### config.mk
export PLATFORM = sky130hd
export DESIGN_NAME = alu_operand_entry
export DESIGN_NICKNAME = d
export VERILOG_FILES = /design/src/rtl/alu_operand_entry.sv
export SDC_FILE = /design/constraint.sdc
export NUM_CORES = 1
export LEC_CHECK = 0
export CORE_UTILIZATION = 52
export DETAILED_ROUTE_END_ITERATION = 10
export PLACE_DENSITY = 0.81
export SETUP_SLACK_MARGIN = 0.3
export SYNTH_ARGS = -nofsm -noshare
export SYNTH_HDL_FRONTEND = slang
export SYNTH_SLANG_ARGS = --single-unit
### constraint.sdc
create_clock -name clk -period 3 [get_ports clk]
set_clock_uncertainty 0.1 [all_clocks]
set_input_delay 0.45 -clock clk [delete_from_list [all_inputs] [get_ports clk]]
set_output_delay 0.45 -clock clk [all_outputs]
set_load 0.01 [all_outputs]
### src/rtl/alu_operand_entry.sv
// alu_operand_entry: synchronizes and debounces switches/buttons and runs the opcode-then-operand entry sequence for the ALU
// Ports: clk, rst_n (async, active-low); sw[9:0], btn_enter, btn_clear raw asynchronous inputs;
//        opcode[5:0], operand[9:0] registered ALU operands; valid (committed pair); entry_state[1:0]
//        (00 OPCODE, 01 OPERAND, 10 RUN); err (one-cycle pulse on a rejected opcode)
module alu_operand_entry_db #(
  parameter int DEBOUNCE_CYCLES = 250000
) (
  input  logic clk,
  input  logic rst_n,
  input  logic settled,
  input  logic lvl,
  output logic pulse
);
  localparam int CW = $clog2(DEBOUNCE_CYCLES + 1);
  logic [CW-1:0] cnt;
  logic db, db_q, armed;
  // armed only once a genuine low has been seen after reset, so a button held through reset never fires
  always_ff @(posedge clk or negedge rst_n)
    if (!rst_n) begin
      cnt <= '0;
      db <= 1'b0;
      db_q <= 1'b0;
      armed <= 1'b0;
    end else begin
      db_q <= db;
      armed <= armed | (settled & ~db & ~lvl);
      if (lvl == db) cnt <= '0;
      else if (cnt == CW'(DEBOUNCE_CYCLES - 1)) begin
        db <= ~db;
        cnt <= '0;
      end else cnt <= cnt + CW'(1);
    end
  assign pulse = db & ~db_q & armed;
endmodule

module alu_operand_entry #(
  parameter int DEBOUNCE_CYCLES = 250000,
  parameter int SYNC_STAGES = 2
) (
  input  logic       clk,
  input  logic       rst_n,
  input  logic [9:0] sw,
  input  logic       btn_enter,
  input  logic       btn_clear,
  output logic [5:0] opcode,
  output logic [9:0] operand,
  output logic       valid,
  output logic [1:0] entry_state,
  output logic       err
);
  typedef enum logic [1:0] {OPCODE = 2'b00, OPERAND = 2'b01, RUN = 2'b10} state_t;
  state_t state;
  logic [SYNC_STAGES-1:0][11:0] sync;
  logic [SYNC_STAGES-1:0] settle;
  logic [9:0] sw_s;
  logic ent_s, clr_s, ent_p, clr_p, one_hot;
  // settle marks when the synchronizer chain holds real samples again after reset
  always_ff @(posedge clk or negedge rst_n)
    if (!rst_n) begin
      sync <= '0;
      settle <= '0;
    end else begin
      sync <= {sync[SYNC_STAGES-2:0], {btn_clear, btn_enter, sw}};
      settle <= {settle[SYNC_STAGES-2:0], 1'b1};
    end
  assign {clr_s, ent_s, sw_s} = sync[SYNC_STAGES-1];
  alu_operand_entry_db #(.DEBOUNCE_CYCLES(DEBOUNCE_CYCLES)) u_ent (
    .clk(clk), .rst_n(rst_n), .settled(settle[SYNC_STAGES-1]), .lvl(ent_s), .pulse(ent_p)
  );
  alu_operand_entry_db #(.DEBOUNCE_CYCLES(DEBOUNCE_CYCLES)) u_clr (
    .clk(clk), .rst_n(rst_n), .settled(settle[SYNC_STAGES-1]), .lvl(clr_s), .pulse(clr_p)
  );
  assign one_hot = (sw_s[5:0] != 6'd0) && ((sw_s[5:0] & (sw_s[5:0] - 6'd1)) == 6'd0);
  always_ff @(posedge clk or negedge rst_n)
    if (!rst_n) begin
      state <= OPCODE;
      opcode <= '0;
      operand <= '0;
      valid <= 1'b0;
      err <= 1'b0;
    end else begin
      err <= 1'b0;
      if (clr_p) begin
        state <= OPCODE;
        opcode <= '0;
        operand <= '0;
        valid <= 1'b0;
      end else
        case (state)
          OPCODE:
            if (ent_p) begin
              if (one_hot) begin
                opcode <= sw_s[5:0];
                state <= OPERAND;
              end else err <= 1'b1;
            end
          OPERAND:
            if (ent_p) begin
              operand <= sw_s;
              valid <= 1'b1;
              state <= RUN;
            end
          RUN:
            if (ent_p) begin
              valid <= 1'b0;
              state <= OPCODE;
            end
          default: state <= OPCODE;
        endcase
    end
  assign entry_state = state;
endmodule

==> key figures, run 1 <==
Clock tree
  – # clock sinks: 88
  – # hold bufs at CTS: 0
  – Resize count post-CTS: 0
  – Clk root buf: clkbuf_8
  – Max clock buf depth: 2
  – H-tree Lvls: 3
  – CTS tree: built
  – TritonCTS buffer count: 9
  – Clk slew on worst S/H paths: 90 ps
  – Setup Buffers After CTS: 0
  – Later-pin clock latency in the skew report: 350 ps

Drt
  – Routed Antenna Nets: 0
  – DRC viols: 10
  – DR vias: 2222
  – Iteration-0 DRC Markers: 129
  – Via/cell ratio: 5.37
  – DR WL/cell: 14.2 µm
  – Drt pass-1 iters: 8
  – Detailed Route WL: 5.89 mm

Worst setup path
  – Setup CP Type: reg2reg
  – Worst Setup EP: u_ent.cnt[11]
  – Worst r2r src: u_ent.cnt[0]
  – RR Endpoint: u_ent.cnt[11]
  – Critical Path Sink Type: register
  – Crit-path max FO: 18
  – CP Data Required Time: 3100 ps
  – Slowest cell delay on critical path: 580 ps
  – Worst path cell trace: ha_1 -> nand3_1 -> nor4_1 -> nand2b_1 -> nor2_1
  – CP max stage cell: nand2b_1
  – Data arrival, critical path: 2240 ps
  – Flop2flop setup slack: 860 ps
  – R2R depth: 5
  – Critical Path Start Type: register
  – Crit. Startpoint: u_ent.cnt[0]

Synth
  – Post-synth net total: 311
  – Avg Cell Area, Syn: 11.9 µm²
  – Synth Warn #: 0
  – Post-synthesis cell type count: 34
  – Cells after Synth: 295
  – Register area share after synthesis: 62.8%
  – Area share of the leading cell type in the synthesized netlist: 62.8%
  – Top cell type by total area after synthesis: dfrtp_1
  – Mapped Area: 3510 µm²
  – Post-synthesis register bit count: 88
  – Area contributors post-synth: dfrtp_1, nor2_1, xor2_1

Pwr
  – Worst vdd rail ir drop: 0.268 mV
  – Total power: 2.13 mW
  – PwrDens: 522 nW/µm²
  – Leakage: 1.82 nW

STA
  – Clock period minus worst slack: 2140 ps
  – Slew margin rel.: 30.8%
  – Hold WS: 192 ps
  – Sum Neg Setup Slack: 0 ps
  – Final hold vios: 0
  – Final setup violation count: 0
  – Fmax: 0.468 GHz
  – Crit share post-route: 71.2%
  – Worst setup margin: 865 ps
  – Least-Margin Pin Slew: 1040 ps
  – RSZ-0062 raised after global routing: no
  – Final Max Tran Viols: 0

Layout
  – Core Util, Final: 63.7%
  – Share of cells above drive strength 1: 6.82%
  – Area grow syn2layout: 16.6%
  – Most common cell after layout, fill and taps aside: dfrtp_1
  – Register area: 2200 µm²
  – Finished Layout Cells: 414
  – Ant. Diodes: 0
  – Finished Cell Area: 4090 µm²
  – Most frequent cells in the layout: dfrtp_1, nor2_1, clkdlybuf4s50_1
  – Nets: 348
  – Area used by multi-input combinational logic: 1230 µm²
  – Fill cell count: 476

Place
  – Number of port buffers: 33
  – Post-DP Area: 3880 µm²
  – Placed Cells: 398
  – Placed wire-length estimate: 3.99 mm
  – Worst slack, placed: 857 ps
  – Placer Congestion: 0.786

Die
  – Total die area: 7070 µm²
  – IO Count: 34
  – Chip width: 84.1 µm
  – Core Area: 6420 µm²
  – Starting Density: 54.6%
  – Die Span Y: 84.1 µm
  – Row cnt: 29

Global route
  – Initial antenna violation count: 0
  – Largest net degree at the start of global routing: 89
  – Vias in the first global route: 2180
  – GR Overflow Total: 0
  – First-pass GRT wire length: 10.2 mm
  – GRT Total Usage: 18.7%

Worst hold path
  – Min-Delay Path Class: in2async

Flow run
  – Max Cap Viol: 0

Run status
  – Failing checks: design-rule violations
  – Outcome: complete, but fails checks
-- critical path, delay by kind of cell, from the launching register on --
family,cells,cell delay [ps]
AND/OR/NAND/NOR,4,1330
adder cells (fa/ha/maj),1,190
flip-flops,1,370
-- routing by layer --
layer  track usage, %  part of all wire [%]  wire length [µm]  up-vias
li1                 -                     -                 -     1072
met1             25.1                    48              2860     1090
met2             29.4                    46              2700       47
met3             4.55                   3.5               209       13
met4             7.68                   2.2               127        0
met5                0                     0                 0        -
-- final cells by class --
class,count,area share (%)
timing repair buffer,35,8.38
clock buffer,9,3.03
tap,77,2.36
clock inverter,7,2.05
inverter,3,0.275
multi-input combinational,195,30.0
sequential,88,53.9
-- worst min path at each step --
stage / from / end / slack, ps
after floorplan: rst_n / clr_s / 50
after global placement: sync[10] / ent_s / 230
after detailed placement: sync[10] / ent_s / 240
after CTS: rst_n / entry_state[0] / 210
after global routing: settle[0] / settle[1] / 260
final: rst_n / operand[1] / 190
-- registers in the layout, indices dropped and copies added, names as in the netlist --
signal / cells
u_clr.cnt: 18
u_ent.cnt: 18
sync: 12
operand: 10
sw_s: 10
opcode: 6
entry_state: 2
settle: 2
clr_s: 1
ent_s: 1
err: 1
u_clr.armed: 1
u_clr.db: 1
u_clr.db_q: 1
u_ent.armed: 1
u_ent.db: 1
u_ent.db_q: 1
valid: 1
-- cell usage after synthesis, drive strengths merged --
cell type and n:
and2b 1, nand3 10, nor3 5, a21o 2, nand2 13, nor4b 5, mux2i 10, ha 2
nor4 3, buf 6, a31o 1, inv 3, a21oi 3, xnor2 16, nand3b 4, a211oi 1
and4 6, o21ai 1, clkbuf 3, o21a 1, nand2b 2, mux2 2, nand4 7, a22o 6
o311ai 1, xor2 19, and3 6, and2 3, and3b 2, nor2 62, dfrtp 88, conb 1
-- where the power goes --
part           internal [mW]  switching, mW  leakage (nW)
registers               1.21         0.0166          1.15
clock network          0.401          0.443         0.103
logic                 0.0247         0.0390         0.560
-- cell families after synthesis --
| kind of cell | Yosys count | synth area share [%] |
|---|---|---|
| AND/OR/NAND/NOR | 129 | 18.2 |
| flip-flops | 88 | 62.8 |
| AO/OA/AOI/OAI | 16 | 3.75 |
| other | 1 | 0.107 |
| buffers and inverters | 12 | 2.14 |
| adder cells (fa/ha/maj) | 2 | 0.714 |
| XOR/XNOR | 35 | 8.74 |
| multiplexers | 12 | 3.50 |
Note: power is estimated with default switching activity, not from simulation.
==> inputs of run 2 (changes only) <==
Clock period 3 ns to 2.01 ns, I/O delays scaled along.
==> run 2 against run 1 <==
  * The run still ends with design-rule violations left
  * Worst setup slack got worse by 710 ps
  * Critical path depth is the same
  * Flip-flop and latch count unchanged
  * Combinational power grew 120%
  * Final area increased by 8.0%
  * Sequential power rose by 50%
  * First-iteration DRC count is 7.8% higher
  * Routed wire length is 18% higher
  * Via count is 7.6% higher
  * Worst hold slack better by 60 ps
  * Global-route usage up 0.82 points
  * Clock-buffer cell count grew 3
==> key figures, run 2 (same netlist as run 1, synthesis figures left out) <==
Worst setup path
  – Setup CP Type: reg2reg
  – Data arrival, critical path: 1990 ps (-250 ps)
  – Worst r2r src: sw_s[5]
  – Worst path cell trace: nor4b_4 -> a211oi_2 -> o311ai_2 -> a21oi_2 -> a22o_1
  – R2R depth: 5 (unchanged)
  – CP max stage cell: dfrtp_2
  – Crit. Startpoint: sw_s[5]
  – Flop2flop setup slack: 150 ps (-710 ps)
  – CP Data Required Time: 2140 ps (-960 ps)
  – Critical Path Sink Type: register
  – RR Endpoint: opcode[2]
  – Slowest cell delay on critical path: 480 ps (-100 ps)
  – Crit-path max FO: 6 (-12)
  – Critical Path Start Type: register

Place
  – Post-DP Area: 3940 µm² (+1.6%)
  – Placer Congestion: 0.750 (-4.6%)
  – Placed wire-length estimate: 4.07 mm (+1.8%)
  – Number of port buffers: 33 (unchanged)

Layout
  – Most frequent cells in the layout: dfrtp_1, nor2_1, clkdlybuf4s50_1
  – Largest registers: u_clr.cnt: 18 flops, u_ent.cnt: 18 flops, sync: 12 flops
  – Fill cell count: 421 (-12%)
  – Finished Cell Area: 4420 µm² (+8.0%)
  – Ant. Diodes: 0 (unchanged)
  – Share of cells above drive strength 1: 18.3% (+11 points)
  – Area grow syn2layout: 25.9%
  – Nets: 367 (+5.5%)
  – Core Util, Final: 68.8% (+5.1 points)
  – Most common cell after layout, fill and taps aside: dfrtp_1

Global route
  – GRT Total Usage: 19.5% (+0.82 points)
  – Largest net degree at the start of global routing: 68 (-24%)
  – Initial antenna violation count: 0 (unchanged)
  – First-pass GRT wire length: 10.6 mm (+4.0%)
  – GR Overflow Total: 0 (unchanged)
  – Vias in the first global route: 2303 (+5.6%)

Clock tree
  – # clock sinks: 88 (unchanged)
  – H-tree Lvls: 3 (unchanged)
  – TritonCTS buffer count: 9 (unchanged)
  – Later-pin clock latency in the skew report: 340 ps (about the same)
  – Clk slew on worst S/H paths: 80 ps (about the same)
  – CTS tree: built
  – Clk root buf: clkbuf_8
  – Max clock buf depth: 2 (unchanged)

Pwr
  – Worst vdd rail ir drop: 0.302 mV (+13%)
  – Leakage: 1.98 nW (+9.2%)
  – PwrDens: 690 nW/µm² (+32%)

Drt
  – DRC viols: 10 (unchanged)
  – Drt pass-1 iters: 7 (-1)
  – Iteration-0 DRC Markers: 139 (+7.8%)
  – Detailed Route WL: 6.98 mm (+18%)
  – Via/cell ratio: 5.53 (+3.1%)
  – Routed Antenna Nets: 0 (unchanged)
  – DR WL/cell: 16.2 µm (+14%)
  – DR vias: 2390 (+7.6%)

STA
  – Clock period minus worst slack: 1860 ps (-277 ps)
  – Final hold vios: 0 (unchanged)
  – Crit share post-route: 92.4% (+21 points)
  – Final setup violation count: 0 (unchanged)
  – Hold WS: 252 ps (+60.3 ps)
  – RSZ-0062 raised after global routing: yes
  – Final Max Tran Viols: 0 (unchanged)
  – Fmax: 0.538 GHz (+15%)
  – Sum Neg Setup Slack: 0 ps (unchanged)

Die
  – Starting Density: 54.6% (unchanged)
  – Die Span Y: 84.1 µm (unchanged)
  – Core Area: 6420 µm² (unchanged)
  – Row cnt: 29 (unchanged)
  – IO Count: 34 (unchanged)
  – Total die area: 7070 µm² (unchanged)
  – Chip width: 84.1 µm (unchanged)

Worst hold path
  – Hold Path Stages: 0
  – Worst Hold Launch: sync[1]
  – Worst Hold Endpoint: sw_s[1]
  – Min-Delay Path Class: reg2reg

Flow run
  – Max Cap Viol: 0 (unchanged)

Run status
  – Failing checks: design-rule violations
  – Outcome: complete, but fails checks
-- run 2: cell types whose count changed in the layout (fill, tap and decap cells not counted), moves of 3 or more --
| cell | before | now |
|---|---|---|
| buf_6 | 0 | 3 |
| nor4b_4 | 0 | 3 |
| inv_6 | 3 | 0 |
| dfrtp_2 | 0 | 6 |
| nor4b_1 | 5 | 1 |
| nor2_2 | 0 | 3 |
| dfrtp_1 | 88 | 82 |
| nor2_1 | 62 | 58 |
| nor3_1 | 5 | 2 |
| buf_4 | 3 | 15 |
| nor3_2 | 0 | 3 |
-- run 2: where the power goes --
group / total, mW / switching (mW) / internal [mW]
registers: 1.84 / 0.0309 / 1.81
clock network: 1.07 / 0.564 / 0.506
logic: 0.140 / 0.0728 / 0.0671
total: 3.05 / 0.667 / 2.38
-- run 2: worst max path at each step --
stage | endpoint | slack (ps) | cells after the start
3_3_place_gp | opcode[5] | 260 | 5
6_report | opcode[2] | 150 | 5
4_1_cts | opcode[2] | 160 | 5
3_5_place_dp | opcode[2] | 130 | 5
5_1_grt | opcode[2] | 120 | 5
2_1_floorplan | entry_state[0] | 350 | 6
-- run 2: critical path, delay by kind of cell, from the launching register on --
kind	cells	cell delay (ps)
DFF	1	480
and+or+nand+nor	1	340
AOI/OAI and AO/OA	4	830
-- run 2: metrics by stage --
step	total power, mW	setup WS, ps	instances
after global placement	1.97	263	403
after floorplan	1.90	347	295
final	3.05	152	432
after detailed placement	1.97	128	403
after CTS	3.04	157	423
after global routing	3.17	115	432
-- run 2: area by class of cell --
| cell class | instances | area (µm²) | area share (%) |
|---|---|---|---|
| clock buffers | 12 | 155 | 3.51 |
| well taps | 77 | 96.3 | 2.18 |
| flip-flops and latches | 88 | 2210 | 50.0 |
| clock inverters | 3 | 17.5 | 0.397 |
| repair buffers | 54 | 547 | 12.4 |
| multi-input cells | 195 | 1380 | 31.2 |
| inverters | 3 | 11.3 | 0.255 |
-- run 2: repair_timing --
item | 4_1_cts | 5_1_grt
cloned | 0 | 3
pin swaps | 2 | 12
hold buffers | 1 | 0
endpoints found under the hold margin | 21 | 0
gates resized for setup | 10 | 29
setup endpoints to repair | 46 | 54
setup buffers | 4 | 6
-- run 2: metal layers --
metal	GRT usage, %	vias to the layer above	routed length (µm)
met3	3.56	10	341
met5	0	-	0
met4	9.72	0	140
li1	-	1106	-
met2	33.2	66	3570
met1	24.0	1208	2930
==> inputs of run 3 (changes only) <==
Settings changed: DONT_BUFFER_PORTS set to 1, GPL_TIMING_DRIVEN set to 0, PLACE_DENSITY 0.81 to 0.74, TNS_END_PERCENT set to 50.
==> run 3 against run 2 <==
  * The flow finishes with violations (design-rule violations, negative hold slack)
  * Flip-flop and latch count stayed put
  * Critical path type unchanged
  * Critical endpoint is now opcode[1]
  * Register-to-register slack better by 60 ps
  * Power is 2.1% higher
  * Global-route usage is 0.92 points lower
  * First-iteration DRC count is 6.5% lower
  * Non-clock buffer count is 18 lower
  * Die area stayed put
==> key figures, run 3 (same netlist as run 1, synthesis figures left out) <==
Place
  – Number of port buffers: 0 (-100%)
  – Placed Cells: 372 (-7.7%)
  – Placer Congestion: 0.744 (-0.88%)
  – Placed wire-length estimate: 3.64 mm (-10%)

Global route
  – Largest net degree at the start of global routing: 89 (+31%)
  – First-pass GRT wire length: 10.1 mm (-4.9%)
  – Vias in the first global route: 2210 (-4.0%)
  – GRT Total Usage: 18.6% (-0.92 points)
  – Initial antenna violation count: 0 (unchanged)
  – GR Overflow Total: 0 (unchanged)

STA
  – Fmax: 0.555 GHz (+3.1%)
  – Final setup violation count: 0 (unchanged)
  – Hold WS: -462 ps (-714 ps)
  – Crit share post-route: 89.7% (-2.7 points)
  – Final Max Tran Viols: 0 (unchanged)
  – Final hold vios: 88 (+88)
  – Sum Neg Setup Slack: 0 ps (unchanged)
  – Clock period minus worst slack: 1800 ps (-55.0 ps)
  – RSZ-0062 raised after global routing: yes

Worst setup path
  – Worst Setup EP: opcode[1]
  – Crit. Startpoint: sw_s[0]
  – RR Endpoint: opcode[1]
  – Critical Path Start Type: register
  – CP Data Required Time: 2140 ps (about the same)
  – Critical Path Sink Type: register
  – Data arrival, critical path: 1930 ps (-60 ps)
  – Worst r2r src: sw_s[0]
  – Flop2flop setup slack: 210 ps (+60 ps)
  – R2R depth: 6 (+1)
  – Setup CP Type: reg2reg
  – Crit-path max FO: 7 (+1)

Drt
  – DR WL/cell: 14.2 µm (-12%)
  – Iteration-0 DRC Markers: 130 (-6.5%)
  – DR vias: 2207 (-7.7%)
  – Via/cell ratio: 5.32 (-3.9%)
  – Drt pass-1 iters: 7 (unchanged)
  – Detailed Route WL: 5.89 mm (-16%)
  – DRC viols: 10 (unchanged)
  – Routed Antenna Nets: 0 (unchanged)

Clock tree
  – Max clock buf depth: 2 (unchanged)
  – CTS tree: built
  – Clk slew on worst S/H paths: 90 ps (about the same)
  – TritonCTS buffer count: 9 (unchanged)
  – # clock sinks: 88 (unchanged)
  – # hold bufs at CTS: 12 (+11)
  – H-tree Lvls: 3 (unchanged)
  – Later-pin clock latency in the skew report: 350 ps (about the same)
  – Clk root buf: clkbuf_8

Layout
  – Most common cell after layout, fill and taps aside: dfrtp_1
  – Nets: 349 (-4.9%)
  – Most frequent cells in the layout: dfrtp_1, nor2_1, xor2_1
  – Finished Layout Cells: 415 (-3.9%)
  – Fill cell count: 435 (+3.3%)
  – Ant. Diodes: 0 (unchanged)
  – Area grow syn2layout: 20.3%
  – Share of cells above drive strength 1: 21.6% (+3.3 points)
  – Area used by multi-input combinational logic: 1380 µm² (about the same)
  – Largest registers: u_clr.cnt: 18 flops, u_ent.cnt: 18 flops, sync: 12 flops
  – Register area: 2210 µm² (unchanged)

Die
  – Row cnt: 29 (unchanged)
  – Core Area: 6420 µm² (unchanged)
  – Starting Density: 54.6% (unchanged)
  – IO Count: 34 (unchanged)
  – Total die area: 7070 µm² (unchanged)
  – Die Span Y: 84.1 µm (unchanged)
  – Chip width: 84.1 µm (unchanged)

Pwr
  – Sw Ratio: 21.6% (-0.33 points)
  – Seq pwr share: 58.9% (-1.4 points)
  – Logic gate share of total power: 3.0% (-1.6 points)
  – Switching pwr: 0.671 mW (+0.57%)
  – PwrDens: 738 nW/µm² (+6.9%)
  – Worst vdd rail ir drop: 0.366 mV (+21%)
  – Internal Power: 2.44 mW (+2.6%)
  – Leakage: 1.88 nW (-5.5%)
  – Clock power frac: 38.1% (+3.0 points)

Run status
  – Failing checks: design-rule violations, negative hold slack
  – Outcome: complete, but fails checks

Flow run
  – Max Cap Viol: 0 (unchanged)

Worst hold path
  – Min-Delay Path Class: in2async
==> run 3: cell types whose count changed in the layout (fill, tap and decap cells not counted), moves of 3 or more <==
cell	change
clkbuf_1	+3
clkdlybuf4s50_1	-30
dlygate4sd3_1	+11
nor2_1	-12
nor2_2	+10
==> run 3: worst min path at each step <==
| stage | from | to | slack, ps | cells after the start |
|---|---|---|---|---|
| 4_1_cts | rst_n | sw_s[8] | -480 | 0 |
| 2_1_floorplan | rst_n | clr_s | -90 | 0 |
| 3_5_place_dp | rst_n | sw_s[8] | -90 | 0 |
| 3_3_place_gp | rst_n | operand[8] | -90 | 0 |
| 6_report | rst_n | operand[6] | -460 | 0 |
| 5_1_grt | rst_n | operand[1] | -490 | 0 |
==> run 3: power by group through the flow <==
stage	registers, mW	clock network [mW]	logic [mW]
after global placement	1.86	0	0.0466
after detailed placement	1.87	0	0.0475
after floorplan	1.86	0	0.0394
after global routing	1.84	1.30	0.104
after CTS	1.83	1.22	0.0783
final	1.83	1.18	0.0940
==> run 3: layer usage <==
layer,global-route usage [%],vias up,routed length [µm]
li1,-,1069,-
met1,24.2,1093,2670
met2,29.6,41,2940
met3,5.74,4,232
met4,6.58,0,53
met5,0,-,0
==> run 3: area by class of cell <==
type,instances,share of cell area (%)
flip-flops and latches,88,52.4
multi-input cells,195,32.7
repair buffers,27,5.88
clock buffers,10,3.03
well taps,77,2.28
plain buffers,9,1.78
clock inverters,6,1.63
inverters,3,0.267
==> run 3: worst max-delay path, stage by stage, from the launching register on <==
cell and delay (ps):
dfrtp_2 470, xor2_1 180, a211oi_2 270, o311ai_2 160
and2b_1 200, buf_6 130, a22o_1 180
==> run 3: stage by stage <==
step                      setup slack [ps]  power, mW  utilization (%)  hold WS (ps)  cell area [µm²]
final                                  207       3.11             65.7          -462             4220
after CTS                              178       3.13             63.7          -480             4090
after floorplan                        347       1.90                -         -94.1             3510
after detailed placement              62.4       1.91             56.1         -92.4             3600
after global placement                83.5       1.91             56.1         -92.5             3600
after global routing                  92.7       3.24             65.7          -490             4220
==> run 3: what timing repair did <==
action                                  CTS  global route
pin swaps                                12            21
hold endpoints to repair                100            88
resized for setup                        19            29
buffers inserted                         11             3
cloned                                    1             0
endpoints found under the setup margin   37            49
==> RTL edit 1 (config.mk and constraints of run 3) <==
Change the parameter `SYNC_STAGES` from 2 to 4.
--- a/src/rtl/alu_operand_entry.sv
+++ b/src/rtl/alu_operand_entry.sv
@@ -35,7 +35,7 @@
 
 module alu_operand_entry #(
   parameter int DEBOUNCE_CYCLES = 250000,
-  parameter int SYNC_STAGES = 2
+  parameter int SYNC_STAGES = 4
 ) (
   input  logic       clk,
   input  logic       rst_n,
Behaviour: same outputs for any inputs over 10 cycles, from zero or initial values and one cycle with rst_n low; that may be too few to reach the edited logic, so the function may still have changed.
==> RTL edit 1 against run 3 <==
- the run ends with hold timing left
- area after synthesis increased by 19%
- critical path type unchanged
- routed wire length rose by 64%
- non-clock buffer count grew 13
- cell area grew 33%
- first-iteration DRC count up 40%
- total power is 78% higher
- worst setup slack lost 0.11 ns
- synthesized cell count increased by 8.8%
- sequential share of layout area is 1.3 points lower
- count of clock-buffer cells in the layout up 9
- sequential cell count increased by 26
- largest power group is now the clock network
==> RTL edit 1: results (changes against run 3) <==
Sequential share of the synthesized area: 68.63% (+5.8 points). The number of sequential cells in the layout was 114 (+30%). The logs give 5148 µm (+75%) for the met2 layer wire length in the routed design and 25.31% (+1.1 points) for the met1 usage. Compound-gate portion of the synthesized area: 3.161% (-0.59 points). Register fraction of the total cell area: 51.08% (-1.3 points).

In the synthesized netlist, the cells that appear most often are 114 x dfrtp_1, 62 x nor2_1, 19 x xor2_1. Average wire per standard cell: 19.56 µm (+38%). The tools report the number of clock-tree buffers in the layout as 19 (+9). The parity-gate share of the synthesized area counting xor and xnor cells came out at 7.375% (-1.4 points).

The clock-pin transition on the worst setup and hold timing paths came out at 0.06 ns (-0.03 ns). The internal reg-to-reg setup slack came out at 0.10 ns (-0.11 ns). The post-synth net total was 337 (+8.4%); the met3 global-route usage was 6.616% (+0.88 points). Yosys attributes the largest share of cell area to dfrtp_1 69%, nor2_1 5.6%, xor2_1 4.0%, xnor2_1 3.4%, mux2i_1 2.4%. For the number of cells upsized or downsized after cts, the log shows 23 (+4).

The detailed-route vias per instance was 5.604 (+5.4%). The logs give 182 (+40%) for the starting DRC count in detailed routing and 4 (+1) for the number of H-tree branching levels. The combinational cell fraction of total power came out at 2.8% (-0.2 points). The synthesized instance count is 321 (+8.8%), and the length in cells of the worst reg-to-reg path is 7 (+1). The run gives 114 (+30%) as the number of failing hold endpoints at the final stage. The total number of multi-input combinational cells is 195 (unchanged).

The number of nets in the layout was 396 (+13%). The global-route met2 utilization came out at 35.84% (+6.3 points). In the final layout, the registers with the most flip-flops are sync: 36 flops, u_clr.cnt: 18 flops, u_ent.cnt: 18 flops. The classification of the worst-slack hold path is input port to async pin. The number of global-route vias before repair came out at 2675 (+21%). Following the worst setup path forward leads to its endpoint at entry_state[0]. The iteration count of the initial detailed-routing pass was 4 (-3). The flow ran to the end, but the final reports show violations. Largest net degree at the start of global routing: 115 (+29%). The internal power of the cells came out at 4.297 mW (+76%).

The fraction of layout cells with a size suffix above 1 was 28.75% (+7.2 points); the total length of routed wires was 9683 µm (+64%). The mux cell area share after synthesis is 2.950% (-0.55 points), and the worst hold slack is -0.6251 ns (-0.1631 ns). The buffers inserted during post-CTS setup optimization is 15 (+4), and the fraction of area in clock buffers and inverters is 10.56% (+5.9 points).

The number of fill cells is 413 (-5.1%), and the synthesized-area fraction occupied by adder cells is 0.6020% (-0.11 points). The run gives 494 µm (+110%) as the total length of routed met3 wires. The logs give 21.63% (+3.1 points) for the global-route total usage across every layer and 1511 µm² (+9.5%) for the multi-input gate area in the final layout. The checks that failed: hold timing.

The number of buffers other than clock buffers in the final layout came out at 49 (+36%). For the fraction of power consumed by sequential logic, the log shows 43.5% (-15 points). The logs give 532.4 µV (+46%) for the highest ir drop seen on vdd and 0.52 ns (+0.17 ns) for the worst-skew pair later-pin latency.

The run gives 17 (+8) as the number of clock buffers inserted by TritonCTS. The run gives 3672 µm (+38%) as the met1 routed wirelength after detailed routing. The logs give 0.7748 (+4.2%) for the final weighted congestion of routability-driven global placement and 2.502 nW (+33%) for the leakage dissipation. Arrival time reported for the critical path endpoint: 2.25 ns (+0.32 ns).
[RTL edit 1: critical path: cells and delay by family (launching register included)]
kind | cells | cell delay [ns]
compound gates | 2 | 0.29
buf+inv | 2 | 0.28
flops | 1 | 0.46
simple gates | 3 | 0.70
[RTL edit 1: per-stage QoR]
step	area (µm²)	setup slack, ns	total power, mW	hold WS (ns)
final	5604	0.1012	5.526	-0.6251
after global routing	5604	0.03282	5.679	-0.6491
after CTS	5218	0.1979	5.440	-0.6331
after detailed placement	4284	0.1316	2.479	-0.09181
after global placement	4284	0.1376	2.475	-0.09196
after floorplan	4156	0.3466	2.460	-0.09409
[RTL edit 1: how the worst min path moves through the flow]
stage | startpoint | to
after global placement | rst_n | sw_s[8]
final | rst_n | sw_s[8]
after CTS | rst_n | sw_s[8]
after floorplan | rst_n | clr_s
after global routing | rst_n | sw_s[8]
after detailed placement | rst_n | operand[4]
==> RTL edit 2 (flow settings as in run 3) <==
Without the edit above. Put one more register stage on the output `entry_state`, without a reset. The value now appears one clock later. The other outputs are not delayed to match. Comments in the files are not updated.
--- a/src/rtl/alu_operand_entry.sv
+++ b/src/rtl/alu_operand_entry.sv
@@ -108,6 +108,8 @@
           default: state <= OPCODE;
         endcase
     end
-  assign entry_state = state;
+  always_ff @(posedge clk) begin
+      entry_state <= state;
+  end
 endmodule
 
Behaviour: same outputs for any inputs over 10 cycles, from zero or initial values and one cycle with rst_n low; that may be too few to reach the edited logic, so the function may still have changed.
==> RTL edit 2 against run 3 <==
- the flow still finishes with violations (DRC, hold timing)
- worst setup slack got worse by 0.031 ns
- sequential cell count increased by 2
- total power about the same
- worst hold slack got worse by 0.0059 ns
- cell area is 0.24% higher
- critical path depth unchanged
- routed wire length increased by 4.9%
- area after synthesis is 1.1% higher
- critical endpoint is now opcode[5]
==> RTL edit 2: results (changes against run 3) <==
The mux cell area share after synthesis is 3.458% (-0.039 points). First-pass GRT wire length: 10920 µm (+8.0%). The placement-stage worst setup slack is 0.04415 ns (-0.01826 ns), and the number of remaining DRC errors is 3 (-7). The synthesized-area fraction occupied by adder cells works out to 0.7057% (-0.0081 points).

Final weighted congestion of routability-driven global placement: 0.7209 (-3.1%). The iteration count of the initial detailed-routing pass is 7 (unchanged), and the top achievable clock speed is 545.4 MHz (-1.7%). The parity-gate share of the synthesized area counting xor and xnor cells works out to 8.645% (-0.099 points). The total length of routed met3 wires was 194 µm (-16%).

Post-synthesis async set-or-reset flop share: 97.78% (-2.2 points). The tools report the highest ir drop seen on vdd as 381.0 µV (+4.2%). The number of nets in the layout came out at 352 (+0.86%). Yosys attributes the largest share of cell area to dfrtp_1 62%, nor2_1 6.6%, xor2_1 4.7%, xnor2_1 4.0%, mux2i_1 2.8%. The port buffer count came out at 0 (unchanged).

Global-route total usage across every layer: 19.58% (+1.0 points). Placement-stage cell area: 3642 µm² (+1.1%). The average wire per standard cell came out at 14.78 µm (+4.1%). The run finished, with violations left. The internal reg-to-reg setup slack was 0.18 ns (-0.03 ns); the compound-gate portion of the synthesized area was 3.705% (-0.042 points). The arrival time reported for the critical path endpoint came out at 2.02 ns (+0.09 ns). The leakage dissipation was 1.884 nW (+0.48%); the met1 routed wirelength after detailed routing was 2857 µm (+7.2%). The worst hold slack was -0.4679 ns (-0.005886 ns).

The final reports fail on DRC, hold timing. The fraction of layout cells with a size suffix above 1 came out at 20.23% (-1.4 points). Number of failing hold endpoints at the final stage: 88 (unchanged). The post-synth net total is 313 (+0.64%), and the detailed-route vias per instance is 5.378 (+1.1%).

For the post-synthesis cell type count, the log shows 35 (+2.9%). The starting DRC count in detailed routing was 127 (-2.3%). The sequential share of the synthesized area is 63.23% (+0.42 points). The kind of cell adding the most delay to the critical path was simple AND/OR/NAND/NOR gates.
==> RTL edit 2: kinds of logic after synthesis <==
group | Yosys count
simple gates | 129
flops | 90
xor+xnor | 35
compound gates | 16
mux | 12
buf+inv | 12
fa+ha+maj | 2
other cells | 1
==> RTL edit 2: worst reg2reg max path, delay by kind of cell, from the launching register on <==
family                 cells  cell delay (ns)
AO/OA/AOI/OAI              3             0.52
flip-flops                 1             0.48
buffers and inverters      1             0.13
AND/OR/NAND/NOR            2             0.53
==> RTL edit 2: through the flow <==
step	total power [mW]	instances	util, %
5_1_grt	3.233	418	65.44
6_report	3.113	418	65.44
2_1_floorplan	1.938	297	-
3_5_place_dp	1.953	374	56.39
4_1_cts	3.146	415	64.35
3_3_place_gp	1.949	374	56.39
==> RTL edit 2: timing repair <==
action / CTS / global route
endpoints found under the setup margin: 40 / 49
cloned: 2 / 0
pin swaps: 21 / 1
setup buffers: 11 / 3
endpoints found under the hold margin: 100 / 88
gates resized for setup: 25 / 13
==> RTL edit 2: cell type report <==
| type | instances | area [µm²] |
|---|---|---|
| Inverter | 3 | 11.26 |
| Fill cell | 491 | 2232 |
| Multi-Input combinational cell | 195 | 1360 |
| Tap cell | 77 | 96.34 |
| Clock inverter | 7 | 66.31 |
| Sequential cell | 90 | 2250 |
| Buffer | 9 | 71.32 |
| Timing Repair Buffer | 28 | 247.7 |
| Clock buffer | 9 | 123.9 |
==> RTL edit 2: layer usage <==
metal	up-vias	track usage, %
li1	1085	-
met2	35	31.41
met1	1120	25.56
met4	0	7.704
met5	-	0
met3	8	5.211
==> RTL edit 2: power breakdown <==
part	internal (mW)	switching, mW	leakage (nW)
clock	0.469	0.678	0.0824
sequential	1.85	0.0291	1.16
combinational	0.0542	0.0370	0.639
total	2.37	0.745	1.88
==> RTL edit 2: worst paths after layout <==
check / cells after the start / endpoint
max reg2reg: 6 / opcode[5]
min in group clk: 0 / sw_s[6]
min reg2reg: 0 / sw_s[6]
min: 0 / operand[2]
max: 6 / opcode[5]
max in group asynchronous: 0 / u_clr.cnt[12]
